## src/rtl/serial_tx_pkg.sv

```systemverilog
// serial_tx_pkg: shared state encoding, line levels and width helpers for
// the serial_tx_piso transmitter and its baud generator.
package serial_tx_pkg;

  // Frame states. PARITY is only reachable when SERIAL_TX_PARITY_EN is defined.
  typedef enum logic [2:0] {
    IDLE   = 3'd0,
    START  = 3'd1,
    DATA   = 3'd2,
    PARITY = 3'd3,
    STOP   = 3'd4
  } tx_state_t;

  // Line levels for the framed bit stream.
  localparam logic IDLE_LEVEL  = 1'b1;
  localparam logic START_LEVEL = 1'b0;
  localparam logic STOP_LEVEL  = 1'b1;

  // Ceiling log2, evaluated at elaboration time.
  function automatic int clog2(input int value);
    int result;
    int v;
    result = 0;
    v = value - 1;
    while (v > 0) begin
      result = result + 1;
      v = v >> 1;
    end
    return result;
  endfunction

  // Counter width able to hold 0..count-1, never narrower than one bit.
  function automatic int cnt_width(input int count);
    return (clog2(count) < 1) ? 1 : clog2(count);
  endfunction

endpackage

```

## src/rtl/serial_tx_piso_if.sv

```systemverilog
// serial_tx_piso_if: word handshake plus serial line and status signals
// between a producer (master) and the transmitter (slave).
interface serial_tx_piso_if #(
  parameter int WIDTH = 8
);

  logic [WIDTH-1:0] tx_data;
  logic             tx_valid;
  logic             tx_ready;
  logic             tx_serial;
  logic             tx_busy;
  logic             tx_done;

  // Producer side: offers words, observes the transmitter.
  modport master (
    output tx_data,
    output tx_valid,
    input  tx_ready,
    input  tx_serial,
    input  tx_busy,
    input  tx_done
  );

  // Transmitter side: accepts words, drives the line and status.
  modport slave (
    input  tx_data,
    input  tx_valid,
    output tx_ready,
    output tx_serial,
    output tx_busy,
    output tx_done
  );

endinterface

```

## src/rtl/serial_baud_gen.sv

```systemverilog
// serial_baud_gen: bit-period counter. Counts 0..CLKS_PER_BIT-1 while enabled
// and flags the last cycle of each bit period with bit_tick, so the owner
// advances exactly at the wrap edge.
module serial_baud_gen
  import serial_tx_pkg::*;
#(
  parameter int CLKS_PER_BIT = 4
) (
  input  logic clk,
  input  logic reset,
  input  logic clear,
  input  logic enable,
  output logic bit_tick
);

  localparam int            CW   = cnt_width(CLKS_PER_BIT);
  localparam logic [CW-1:0] LAST = CW'(CLKS_PER_BIT - 1);

  logic [CW-1:0] cnt_reg;

  // Period counter; clear restarts the period so the start bit gets full length.
  always_ff @(posedge clk) begin
    if (reset || clear) begin
      cnt_reg <= '0;
    end else if (enable) begin
      if (cnt_reg == LAST) begin
        cnt_reg <= '0;
      end else begin
        cnt_reg <= cnt_reg + 1'b1;
      end
    end
  end

  assign bit_tick = enable && (cnt_reg == LAST);

endmodule

```

## src/rtl/serial_tx_piso.sv

```systemverilog
// serial_tx_piso: parallel-in/serial-out framed transmitter.
// Frame: start 0, WIDTH data bits LSB first, optional even parity, stop 1,
// each bit held CLKS_PER_BIT clocks. Optional parity bit is enabled by
// defining SERIAL_TX_PARITY_EN.
module serial_tx_piso
  import serial_tx_pkg::*;
#(
  parameter int WIDTH        = 8,
  parameter int CLKS_PER_BIT = 4
) (
  input  logic clk,
  input  logic reset,
  serial_tx_piso_if.slave tx
);

  localparam int            BW       = cnt_width(WIDTH);
  localparam logic [BW-1:0] LAST_BIT = BW'(WIDTH - 1);

  tx_state_t        state_reg,   state_next;
  logic [WIDTH-1:0] shift_reg,   shift_next;
  logic [BW-1:0]    bit_cnt_reg, bit_cnt_next;
  logic             serial_reg,  serial_next;
  logic             done_reg,    done_next;
  logic             busy;
  logic             xfer;
  logic             bit_tick;

`ifdef SERIAL_TX_PARITY_EN
  logic parity_reg;
`endif

  // Status comes only from the registered state, never from tx_valid.
  assign busy = (state_reg != IDLE);
  assign xfer = tx.tx_valid && !busy;

  serial_baud_gen #(
    .CLKS_PER_BIT(CLKS_PER_BIT)
  ) u_baud (
    .clk     (clk),
    .reset   (reset),
    .clear   (xfer),
    .enable  (busy),
    .bit_tick(bit_tick)
  );

`ifdef SERIAL_TX_PARITY_EN
  // Even parity of the accepted word, captured at the handshake.
  always_ff @(posedge clk) begin
    if (reset) begin
      parity_reg <= 1'b0;
    end else if (xfer) begin
      parity_reg <= ^tx.tx_data;
    end
  end
`endif

  // State, datapath and registered line output.
  always_ff @(posedge clk) begin
    if (reset) begin
      state_reg   <= IDLE;
      shift_reg   <= '0;
      bit_cnt_reg <= '0;
      serial_reg  <= IDLE_LEVEL;
      done_reg    <= 1'b0;
    end else begin
      state_reg   <= state_next;
      shift_reg   <= shift_next;
      bit_cnt_reg <= bit_cnt_next;
      serial_reg  <= serial_next;
      done_reg    <= done_next;
    end
  end

  // Next-state and next-line-level logic; the line level is computed for the
  // state being entered so tx_serial changes on the same edge as the state.
  always_comb begin
    state_next   = state_reg;
    shift_next   = shift_reg;
    bit_cnt_next = bit_cnt_reg;
    serial_next  = serial_reg;
    done_next    = 1'b0;

    case (state_reg)
      IDLE: begin
        serial_next = IDLE_LEVEL;
        if (xfer) begin
          state_next   = START;
          shift_next   = tx.tx_data;
          bit_cnt_next = '0;
          serial_next  = START_LEVEL;
        end
      end

      START: begin
        if (bit_tick) begin
          state_next  = DATA;
          serial_next = shift_reg[0];
        end
      end

      DATA: begin
        if (bit_tick) begin
          if (bit_cnt_reg == LAST_BIT) begin
`ifdef SERIAL_TX_PARITY_EN
            state_next  = PARITY;
            serial_next = parity_reg;
`else
            state_next  = STOP;
            serial_next = STOP_LEVEL;
`endif
          end else begin
            bit_cnt_next = bit_cnt_reg + 1'b1;
            shift_next   = shift_reg >> 1;
            serial_next  = shift_next[0];
          end
        end
      end

`ifdef SERIAL_TX_PARITY_EN
      PARITY: begin
        if (bit_tick) begin
          state_next  = STOP;
          serial_next = STOP_LEVEL;
        end
      end
`endif

      STOP: begin
        if (bit_tick) begin
          state_next  = IDLE;
          serial_next = IDLE_LEVEL;
          done_next   = 1'b1;
        end
      end

      default: begin
        state_next  = IDLE;
        serial_next = IDLE_LEVEL;
      end
    endcase
  end

  assign tx.tx_busy   = busy;
  assign tx.tx_ready  = ~busy;
  assign tx.tx_serial = serial_reg;
  assign tx.tx_done   = done_reg;

endmodule

```

## src/flat_wrapper.sv

```systemverilog
// flat-port wrapper written by rule: the top's interface ports become plain ports
module serial_tx_piso_flat import serial_tx_pkg::*;
#(
  parameter int WIDTH        = 8,
  parameter int CLKS_PER_BIT = 4
)
  (clk, reset, tx_tx_data, tx_tx_valid, tx_tx_ready, tx_tx_serial, tx_tx_busy, tx_tx_done);
  serial_tx_piso_if #(.WIDTH(WIDTH)) tx_i ();
  input  logic clk;
  input  logic reset;
  input wire logic [$bits(tx_i.tx_data)-1:0] tx_tx_data;
  input wire logic [$bits(tx_i.tx_valid)-1:0] tx_tx_valid;
  output wire logic [$bits(tx_i.tx_ready)-1:0] tx_tx_ready;
  output wire logic [$bits(tx_i.tx_serial)-1:0] tx_tx_serial;
  output wire logic [$bits(tx_i.tx_busy)-1:0] tx_tx_busy;
  output wire logic [$bits(tx_i.tx_done)-1:0] tx_tx_done;
  assign tx_i.tx_data = tx_tx_data;
  assign tx_i.tx_valid = tx_tx_valid;
  assign tx_tx_ready = tx_i.tx_ready;
  assign tx_tx_serial = tx_i.tx_serial;
  assign tx_tx_busy = tx_i.tx_busy;
  assign tx_tx_done = tx_i.tx_done;
  serial_tx_piso #(.WIDTH(WIDTH), .CLKS_PER_BIT(CLKS_PER_BIT)) u_core (.clk(clk), .reset(reset), .tx(tx_i));
endmodule
```

## config.mk

```make
export PLATFORM = sky130hd
export DESIGN_NAME = serial_tx_piso_flat
export DESIGN_NICKNAME = d
export VERILOG_FILES = /design/src/rtl/serial_tx_pkg.sv /design/src/rtl/serial_tx_piso_if.sv /design/src/rtl/serial_baud_gen.sv /design/src/rtl/serial_tx_piso.sv /design/src/flat_wrapper.sv
export SDC_FILE = /design/constraint.sdc
export NUM_CORES = 1
export LEC_CHECK = 0
export BUFFER_PORTS_ARGS = -buffer_cell sky130_fd_sc_hd__buf_2
export CORE_ASPECT_RATIO = 1.1
export CORE_MARGIN = 2
export CORE_UTILIZATION = 35
export DETAILED_ROUTE_END_ITERATION = 12
export PLACE_DENSITY = 0.64
export SYNTH_ARGS = -nofsm -noshare
export SYNTH_HDL_FRONTEND = slang
export SYNTH_SLANG_ARGS = --single-unit
export TNS_END_PERCENT = 100
```

## constraint.sdc

```tcl
create_clock -name clk -period 2.05 [get_ports clk]
set_input_delay 0.3075 -clock clk [delete_from_list [all_inputs] [get_ports clk]]
set_output_delay 0.3075 -clock clk [all_outputs]
set_load 0.02 [all_outputs]
```

==> results of run 1 <==
[cells in the mapped netlist, drive strengths merged (3+ instances only)]
cell    count
o311ai      7
ha          3
inv         3
dfxtp      18
nand2       6
nand3b      7
mux2i      12
a21oi       9
o21bai      7
clkbuf      3
o21ai       3
buf         8
nor2        3
[cells by family (layout without fill, tap and decap cells)]
group / count (synthesis) / after routing / synth area share
fa+ha+maj: 3 / 3 / 0.0375
compound gates: 31 / 31 / 0.221
xor+xnor: 1 / 1 / 0.00874
simple gates: 29 / 29 / 0.176
buf+inv: 14 / 24 / 0.0774
flops: 18 / 18 / 0.360
mux: 12 / 12 / 0.120
[cell type report]
class,count,area [µm²]
Multi-Input combinational cell,76,564
Inverter,3,11.3
Sequential cell,18,360
Fill cell,275,1650
Tap cell,33,41.3
Timing Repair Buffer,18,100
Clock buffer,3,22.5
[metrics by stage]
| stage | worst slack (ns) | hold WS (ns) | std cells | cell area [µm²] |
|---|---|---|---|---|
| floorplan | 0.545 | 0.428 | 108 | 1000 |
| global placement | 0.476 | 0.440 | 148 | 1080 |
| detailed placement | 0.388 | 0.455 | 148 | 1080 |
| CTS | 0.301 | 0.286 | 151 | 1100 |
| global route | 0.242 | 0.300 | 151 | 1100 |
| finish | 0.306 | 0.292 | 151 | 1100 |
[report_power, final]
group          internal, W  switching, W  leakage [nW]
sequential        0.000367     0.0000171         0.148
clock            0.0000681      0.000100        0.0138
combinational    0.0000463     0.0000500         0.259
total             0.000482      0.000167         0.420
[worst max path at each step]
stage | slack (ns) | startpoint | end | depth (start not counted)
floorplan | 0.55 | u_core.bit_cnt_reg[0] | u_core.bit_cnt_reg[1] | 7
global placement | 0.48 | u_core.bit_cnt_reg[0] | u_core.bit_cnt_reg[0] | 5
detailed placement | 0.39 | u_core.bit_cnt_reg[0] | u_core.bit_cnt_reg[0] | 5
CTS | 0.30 | u_core.state_reg[0] | tx_tx_ready | 3
global route | 0.24 | u_core.state_reg[0] | tx_tx_ready | 3
finish | 0.31 | u_core.state_reg[0] | tx_tx_ready | 3
[routing by layer]
layer,GRT usage,wire [µm]
met1,0.183,1020
met2,0.211,936
met3,0.0225,65
met4,0.0418,0
met5,0,0
[cells in the final DEF, fill, tap and decap left out, types with 2 or more instances in the layout]
cell type | synthesis | final
dfxtp_1 | 18 | 18
buf_2 | 5 | 14
mux2i_1 | 12 | 12
a21oi_1 | 9 | 9
nand3b_1 | 7 | 7
o21bai_1 | 7 | 7
o311ai_0 | 7 | 7
nand2_1 | 6 | 6
buf_4 | 1 | 4
nor2_1 | 3 | 3
ha_1 | 3 | 3
clkbuf_4 | 0 | 3
nor3b_1 | 2 | 2
inv_1 | 2 | 2
nand3_1 | 2 | 2
o21ai_0 | 2 | 2
==> run metrics, run 1 <==
Pwr Total=approximately 0.00065 W; worst skew pair latency=approximately 0.28 ns; PwrDens=around 600 nW/µm²; VDD IR max=314 µV; CORE AREA=2750 µm²; Detailed Routing Iterations Pass 1=4; # DRC=0; R2R cell count=5; Synth Flop Type=dfxtp_1; Max Clk Rate=between 500 and 600 MHz; Seq/Total Area, Yosys=0.360; drt total wl=approximately 2.0 mm; CP cell instances=or3_4 > inv_2 > buf_2; Slew @ Worst Pin=0.472 ns; Antenna Nets Post-Route=0; Clock Pin Slew Worst Setup and Hold Paths=around 0.10 ns; row cnt=20; Synthesis Warnings=0; Final Wtd Congestion=just over 0.7; number of flops mapped to enable cells by yosys=0; dominant cells by area after synthesis=dfxtp_1, mux2i_1, o311ai_0; htree depth=1; diodes inserted=0; Synth area leader=dfxtp_1; worst r2r src=u_core.bit_cnt_reg[0]; crit path capture type=primary output; GR Util All Layers=0.134; Area growth syn-to-layout=9.74%; # hold bufs at CTS=0; Root Buffer=clkbuf_4; DR WL/cell=about 13 µm; HP Start=reset; top-area cell type share of the netlist area=0.360; max incr delay on CP=about 0.46 ns; Max Cap Violations=0; final hold viol count=0; r2r setup slk=between 0.3 and 0.4 ns; Startpoint Class=flop; final setup fails=0; DR vias/cell=around 5.4; Critical Path Fanout Max=14; TNS Setup=0 ns; outcome=finished, final reports clean; Post-CTS Setup Repair Bufs=0; GRT overflow=0; cell count after synthesis=between 100 and 150; starting density of the core=0.364; static leakage=0.420 nW; detailed placement HPWL=roughly 1.4 mm; Netlist cell types=34; DR iter-0 viols=28; final core occ=0.400; Synth Register Bits=18; Syn Std Cell Area=~1000 µm²; first-pass GRT wire length=~3.3 mm; syn_area_per_cell=~9.3 µm²; number of flip-flops in the largest register=8; CTS Buffer Depth=2; top cell family by delay on the critical path=flip-flops; CTS tree=done; largest net degree at the start of global routing=18; clk sinks=18; Worst path slowest cell=dfxtp_1; HP Class=in -> reg; Die Height=~60 µm; Tcrit/Tclk final=0.851; Setup Skew=~0.0062 ns; DIE AREA=3310 µm²; I/O pin cnt=15; max_slew headroom=0.685; Hold EP=u_core.state_reg[2]; Worst EP required=1.74 ns; count of buffers from port buffering=14; critical path arrival=1.44 ns; Mapped Nets=roughly 120; initial antenna violation count=0; Vias=~800; chip width=approximately 55 µm; Bufs and invs on worst path=2; post-CTS resize count=0; total clock buffers created by CTS=3; post-layout min period=between 1.5 and 2 ns; nets@finish=roughly 130; worst hold stages=2; crit path kind=reg -> out; reg-to-reg endpoint=u_core.bit_cnt_reg[0]; vias in the first global route=763; layout cells sized above 1=0.203; RSZ-0062 raised after global routing=no; Slew Viols, Final=0; ys async rst share=0
Power figures use the tool's default switching activity.
==> run 2, diff against run 1 <==
- CELL_PAD_IN_SITES_DETAIL_PLACEMENT: unset -> 0
- CELL_PAD_IN_SITES_GLOBAL_PLACEMENT: unset -> 1
- PLACE_DENSITY: 0.64 -> 0.77
==> run 2 against run 1 <==
- core utilization up 0.23 points
- cell count unchanged
- total power up 7.2%
- design area up 0.57%
- worst setup slack better by 0.050 ns
- register-to-register slack better by 0.03 ns
- first-iteration DRC count down 46%
- largest cell class unchanged
- highest routed layer is now met4
==> run metrics, run 2 (synthesis gave the netlist of run 1 again) <==
Antenna Nets Post-Route=0 (unchanged); most common cell after layout, fill and taps aside=dfxtp_1 (unchanged); count of buffers from port buffering=14 (unchanged); DR vias/cell=5.56 (was 5.44); Final WS setup=0.356 ns (was 0.306 ns); Max Cap Violations=0 (unchanged); starting density of the core=0.364 (unchanged); Pwr Total=0.000696 W (was 0.000649 W); initial antenna violation count=0 (unchanged); VDD IR max=532 µV (was 314 µV); crit path capture type=primary output (unchanged); CTS tree=done (unchanged); layout cells sized above 1=0.203 (unchanged); clock group share of total power=0.315 (was 0.259); Root Buffer=clkbuf_4 (unchanged); clk sinks=18 (unchanged); worst skew pair latency=0.29 ns (was 0.28 ns); crit path kind=reg -> out (unchanged); number of flip-flops in the largest register=8 (unchanged); pre-CTS WS=0.410 ns (was 0.388 ns); worst r2r src=u_core.bit_cnt_reg[0] (unchanged); outcome=finished, final reports clean (unchanged); GRT overflow=0 (unchanged); CP cell instances=or3_4 > inv_2 > buf_2 (unchanged); post-route insts no fill=151 (unchanged); total clock buffers created by CTS=3 (unchanged); Worst EP required=1.74 ns (about the same); Clock Pin Slew Worst Setup and Hold Paths=0.10 ns (about the same); DR iter-0 viols=15 (was 28); TNS Setup=0 ns (unchanged); vias in the first global route=755 (was 763); max_slew headroom=0.559 (was 0.685); Post-CTS Setup Repair Bufs=0 (unchanged); Final Wtd Congestion=0.772 (was 0.709); PwrDens=629 nW/µm² (was 590 nW/µm²); Max Clk Rate=590 MHz (was 573 MHz); row cnt=20 (unchanged); nets@finish=133 (was 134); fillcell total=287 (was 275); Seq pwr share=0.550 (was 0.592); critical path arrival=1.39 ns (was 1.44 ns); Area growth syn-to-layout=10.4% (was 9.74%); I/O pin cnt=15 (unchanged); GR Util All Layers=0.139 (was 0.134); htree depth=1 (unchanged); CORE AREA=2750 µm² (unchanged); top cell family by delay on the critical path=flip-flops (unchanged); RSZ-0062 raised after global routing=no (unchanged); post-layout min period=1.69 ns (was 1.74 ns); Placed Cells incl. Taps=147 (was 148); Slew Viols, Final=0 (unchanged); Critical Path Start=u_core.state_reg[1] (was u_core.state_reg[0]); CTS Buffer Depth=2 (unchanged); Seq. cell area=360 µm² (unchanged); DR WL/cell=13.0 µm (was 13.4 µm); Slew @ Worst Pin=0.661 ns (was 0.472 ns); reg-to-reg endpoint=u_core.bit_cnt_reg[1] (was u_core.bit_cnt_reg[0]); Startpoint Class=flop (unchanged); # hold bufs at CTS=0 (unchanged); Critical Path Fanout Max=17 (was 14); detailed placement HPWL=1.41 mm (was 1.45 mm); drt total wl=1.96 mm (was 2.02 mm); final hold viol count=0 (unchanged); Tcrit/Tclk final=0.826 (was 0.851); largest net degree at the start of global routing=18 (unchanged); DIE AREA=3310 µm² (unchanged); HP Class=in -> reg (unchanged); r2r setup slk=0.39 ns (was 0.36 ns); final setup fails=0 (unchanged); internal cell power=0.000521 W (was 0.000482 W); diodes inserted=0 (unchanged); crit path capture=tx_tx_ready (unchanged); Vias=840 (was 821); # DRC=0 (unchanged); chip width=55.0 µm (unchanged); multi-input combinational cell area=564 µm² (unchanged); first-pass GRT wire length=3.35 mm (was 3.28 mm); static leakage=0.423 nW (was 0.420 nW); DP Area=1070 µm² (was 1080 µm²); Stages on worst setup path=3 (unchanged); Detailed Routing Iterations Pass 1=4 (unchanged); Switching Fraction=0.252 (was 0.257); Logic pwr share=0.135 (was 0.148); max incr delay on CP=0.46 ns (about the same); post-CTS resize count=0 (unchanged); R2R cell count=5 (unchanged); Die Height=60.1 µm (unchanged); most frequent cells in the layout=dfxtp_1, buf_2, mux2i_1 (unchanged); Worst path slowest cell=dfxtp_1 (unchanged); Bufs and invs on worst path=2 (unchanged); P_sw=0.000175 W (was 0.000167 W); Setup Skew=0.00470 ns (was 0.00623 ns); Design Area, Final=1110 µm² (was 1100 µm²)
run 2: cell types whose count changed in the layout (fill, tap and decap cells not counted), sizes merged:
cell    change
clkbuf      +1
buf         -1
run 2: how the worst min path moves through the flow:
stage,endpoint,cells after the start,start
6_report,u_core.shift_reg[7],3,tx_tx_data[7]
5_1_grt,u_core.shift_reg[7],3,tx_tx_data[7]
4_1_cts,u_core.shift_reg[7],3,tx_tx_data[7]
3_5_place_dp,u_core.shift_reg[7],2,u_core.shift_reg[7]
3_3_place_gp,u_core.shift_reg[7],2,u_core.shift_reg[7]
2_1_floorplan,u_core.shift_reg[7],2,u_core.shift_reg[7]
run 2: layout make-up:
| type | instances | share of cell area |
|---|---|---|
| flip-flops and latches | 18 | 0.326 |
| inverters | 3 | 0.0102 |
| well taps | 33 | 0.0373 |
| multi-input cells | 76 | 0.510 |
| clock buffers | 4 | 0.0328 |
| repair buffers | 17 | 0.0837 |
run 2: power by group through the flow:
stage / Sequential (W) / Clock (W) / Combinational (W)
after global routing: 0.000386 / 0.000243 / 0.000103
final: 0.000383 / 0.000219 / 0.0000939
after detailed placement: 0.000390 / 0 / 0.0000948
after floorplan: 0.000386 / 0 / 0.0000746
after CTS: 0.000383 / 0.000226 / 0.0000950
after global placement: 0.000390 / 0 / 0.0000927
run 2: layer usage:
metal,global-route usage,vias up,routed length (µm)
li1,-,421,-
met1,0.175,403,918
met2,0.224,14,946
met3,0.0525,2,81
met4,0.0314,0,17
met5,0,-,0
run 2: worst reg2reg max path, cell delays in order (launching register included):
cell and delay (ns):
dfxtp_1 0.34, ha_1 0.20, ha_1 0.23, and3b_1 0.39, o21a_4 0.25, mux2i_1 0.18
run 2: metrics by stage:
step	hold slack, ns	util
detailed placement	0.457	0.389
finish	0.254	0.402
global route	0.266	0.402
CTS	0.252	0.402
floorplan	0.428	-
global placement	0.443	0.389
==> run 3, diff against run 2 <==
- clock period: 2.05 -> 1.7 ns (I/O delays scaled with it)
==> run 3 against run 2 <==
- first-iteration DRC count grew to 2.5 times the previous value
- worst setup slack lost 0.27 ns
- sequential power is 21% higher
- critical endpoint is now u_core.bit_cnt_reg[0]
- critical path depth grew 2
- hold slack lost 0.039 ns
==> run metrics, run 3 (synthesis gave the netlist of run 1 again) <==
CP cell instances=ha_1 > ha_2 > and3b_2 > o21a_4 > mux2i_1 (was or3_4 > inv_2 > buf_2); met3 usage=0.0300 (was 0.0525); internal cell power=0.000582 W (was 0.000521 W); Critical Path Fanout Max=11 (was 17); Pwr Total=0.000785 W (was 0.000696 W); Switching Fraction=0.259 (was 0.252); detailed placement HPWL=1.47 mm (was 1.41 mm); clock group share of total power=0.263 (was 0.315); layout cells sized above 1=0.250 (was 0.203); Slew Viols, Final=0 (unchanged); diodes inserted=0 (unchanged); hold slack=0.215 ns (was 0.254 ns); Post-CTS Setup Repair Bufs=0 (unchanged); I/O pin cnt=15 (unchanged); outcome=finished, final reports clean (unchanged); Startpoint Class=flop (unchanged); critical path arrival=1.82 ns (was 1.39 ns); # DRC=0 (unchanged); drt total wl=2.05 mm (was 1.96 mm); Bufs and invs on worst path=0 (was 2); starting density of the core=0.364 (unchanged); GRT busiest layer=met2 (unchanged); initial antenna violation count=0 (unchanged); final setup fails=0 (unchanged); Max Cap Violations=0 (unchanged); number of flip-flops in the largest register=8 (unchanged); crit path kind=reg -> reg (was reg -> out); count of buffers from port buffering=14 (unchanged); PwrDens=701 nW/µm² (was 629 nW/µm²); Worst path slowest cell=dfxtp_1 (unchanged); max incr delay on CP=0.33 ns (was 0.46 ns); RSZ-0062 raised after global routing=no (unchanged); htree depth=1 (unchanged); row cnt=20 (unchanged); static leakage=0.428 nW (was 0.423 nW); Slew @ Worst Pin=0.392 ns (was 0.661 ns); met2 GRT Util=0.219 (was 0.224); total clock buffers created by CTS=3 (unchanged); Seq pwr share=0.589 (was 0.550); most frequent cells in the layout=dfxtp_1, buf_2, mux2i_1 (unchanged); clk sinks=18 (unchanged); nets@finish=136 (was 133); DIE AREA=3310 µm² (unchanged); VDD IR max=341 µV (was 532 µV); largest net degree at the start of global routing=16 (was 18); Vias=869 (was 840); Die Height=60.1 µm (unchanged); final hold viol count=0 (unchanged); Final WS setup=0.0906 ns (was 0.356 ns); most common cell after layout, fill and taps aside=dfxtp_1 (unchanged); top cell family by delay on the critical path=adder cells (was flip-flops); Setup Skew=0.00611 ns (was 0.00470 ns); vias in the first global route=824 (was 755); Tcrit/Tclk final=0.947; HP Class=in -> reg (unchanged); Max Clk Rate=~620 MHz; DR iter-0 viols=38 (was 15); CORE AREA=2750 µm² (unchanged); DR WL/cell=13.4 µm (was 13.0 µm); Antenna Nets Post-Route=0 (unchanged); pre-CTS WS=0.0176 ns (was 0.410 ns); DR vias/cell=5.68 (was 5.56); Worst EP required=1.91 ns (was 1.74 ns); worst skew pair latency=0.29 ns (about the same); CTS tree=done (unchanged); GRT overflow=0 (unchanged); CTS Buffer Depth=2 (unchanged); GR Layer Usage met1=0.185 (was 0.175); chip width=55.0 µm (unchanged); first-pass GRT wire length=3.51 mm (was 3.35 mm); Root Buffer=clkbuf_4 (unchanged); P_sw=0.000203 W (was 0.000175 W); Clock Pin Slew Worst Setup and Hold Paths=0.09 ns (was 0.10 ns); crit path capture type=flop (was primary output); Logic pwr share=0.148 (was 0.135); Final Wtd Congestion=0.777 (was 0.772); GR Util All Layers=0.145 (was 0.139); Area growth syn-to-layout=11.9% (was 10.4%); Detailed Routing Iterations Pass 1=4 (unchanged); # hold bufs at CTS=0 (unchanged); post-layout min period=about 1.6 ns; TNS Setup=0 ns (unchanged); max_slew headroom=0.739 (was 0.559)
## run 3: cell count changes in the layout (fill, tap and decap cells not counted), sizes merged
| cell | previous run | this run |
|---|---|---|
| buf | 17 | 20 |
| clkbuf | 4 | 3 |
## run 3: path summary, 6_finish.rpt
check	start	to	slack [ns]	depth (start not counted)
setup / recovery	u_core.bit_cnt_reg[0]	u_core.bit_cnt_reg[0]	0.09	5
hold / removal	tx_tx_data[7]	u_core.shift_reg[7]	0.21	3
setup reg to reg	u_core.bit_cnt_reg[0]	u_core.bit_cnt_reg[0]	0.09	5
hold reg to reg	u_core.shift_reg[7]	u_core.shift_reg[7]	0.46	2
## run 3: layer usage
layer	vias up	share of wire
met4	0	0.027
met2	25	0.45
met3	10	0.044
met5	-	0
li1	425	-
met1	409	0.47
## run 3: per-stage QoR
| stage | utilization | area, µm² | std cells |
|---|---|---|---|
| floorplan | - | 1000 | 108 |
| global placement | 0.397 | 1090 | 150 |
| detailed placement | 0.397 | 1090 | 150 |
| CTS | 0.405 | 1120 | 153 |
| global route | 0.407 | 1120 | 153 |
| finish | 0.407 | 1120 | 153 |
## run 3: final cells by class
type                    count  area [µm²]
fillers                   286        1630
multi-input cells          76         568
flip-flops and latches     18         363
repair buffers             20         115
well taps                  33        41.3
clock buffers               3        22.5
inverters                   3        11.3
## run 3: tightest hold or removal path, stage by stage
cell     delay [ns]
buf_2          0.08
nand4_1        0.07
o21ai_1        0.07
## run 3: power groups by stage
stage	clock network [W]	logic, W	registers (W)
after CTS	0.000220	0.000117	0.000462
final	0.000207	0.000116	0.000462
after floorplan	0	0.0000899	0.000465
after global routing	0.000244	0.000131	0.000466
after global placement	0	0.000114	0.000470
after detailed placement	0	0.000117	0.000471
## run 3: timing repair
item,CTS,global route
pin swaps,0,0
gates resized for setup,1,3
cloned,0,0
setup endpoints to repair,1,2
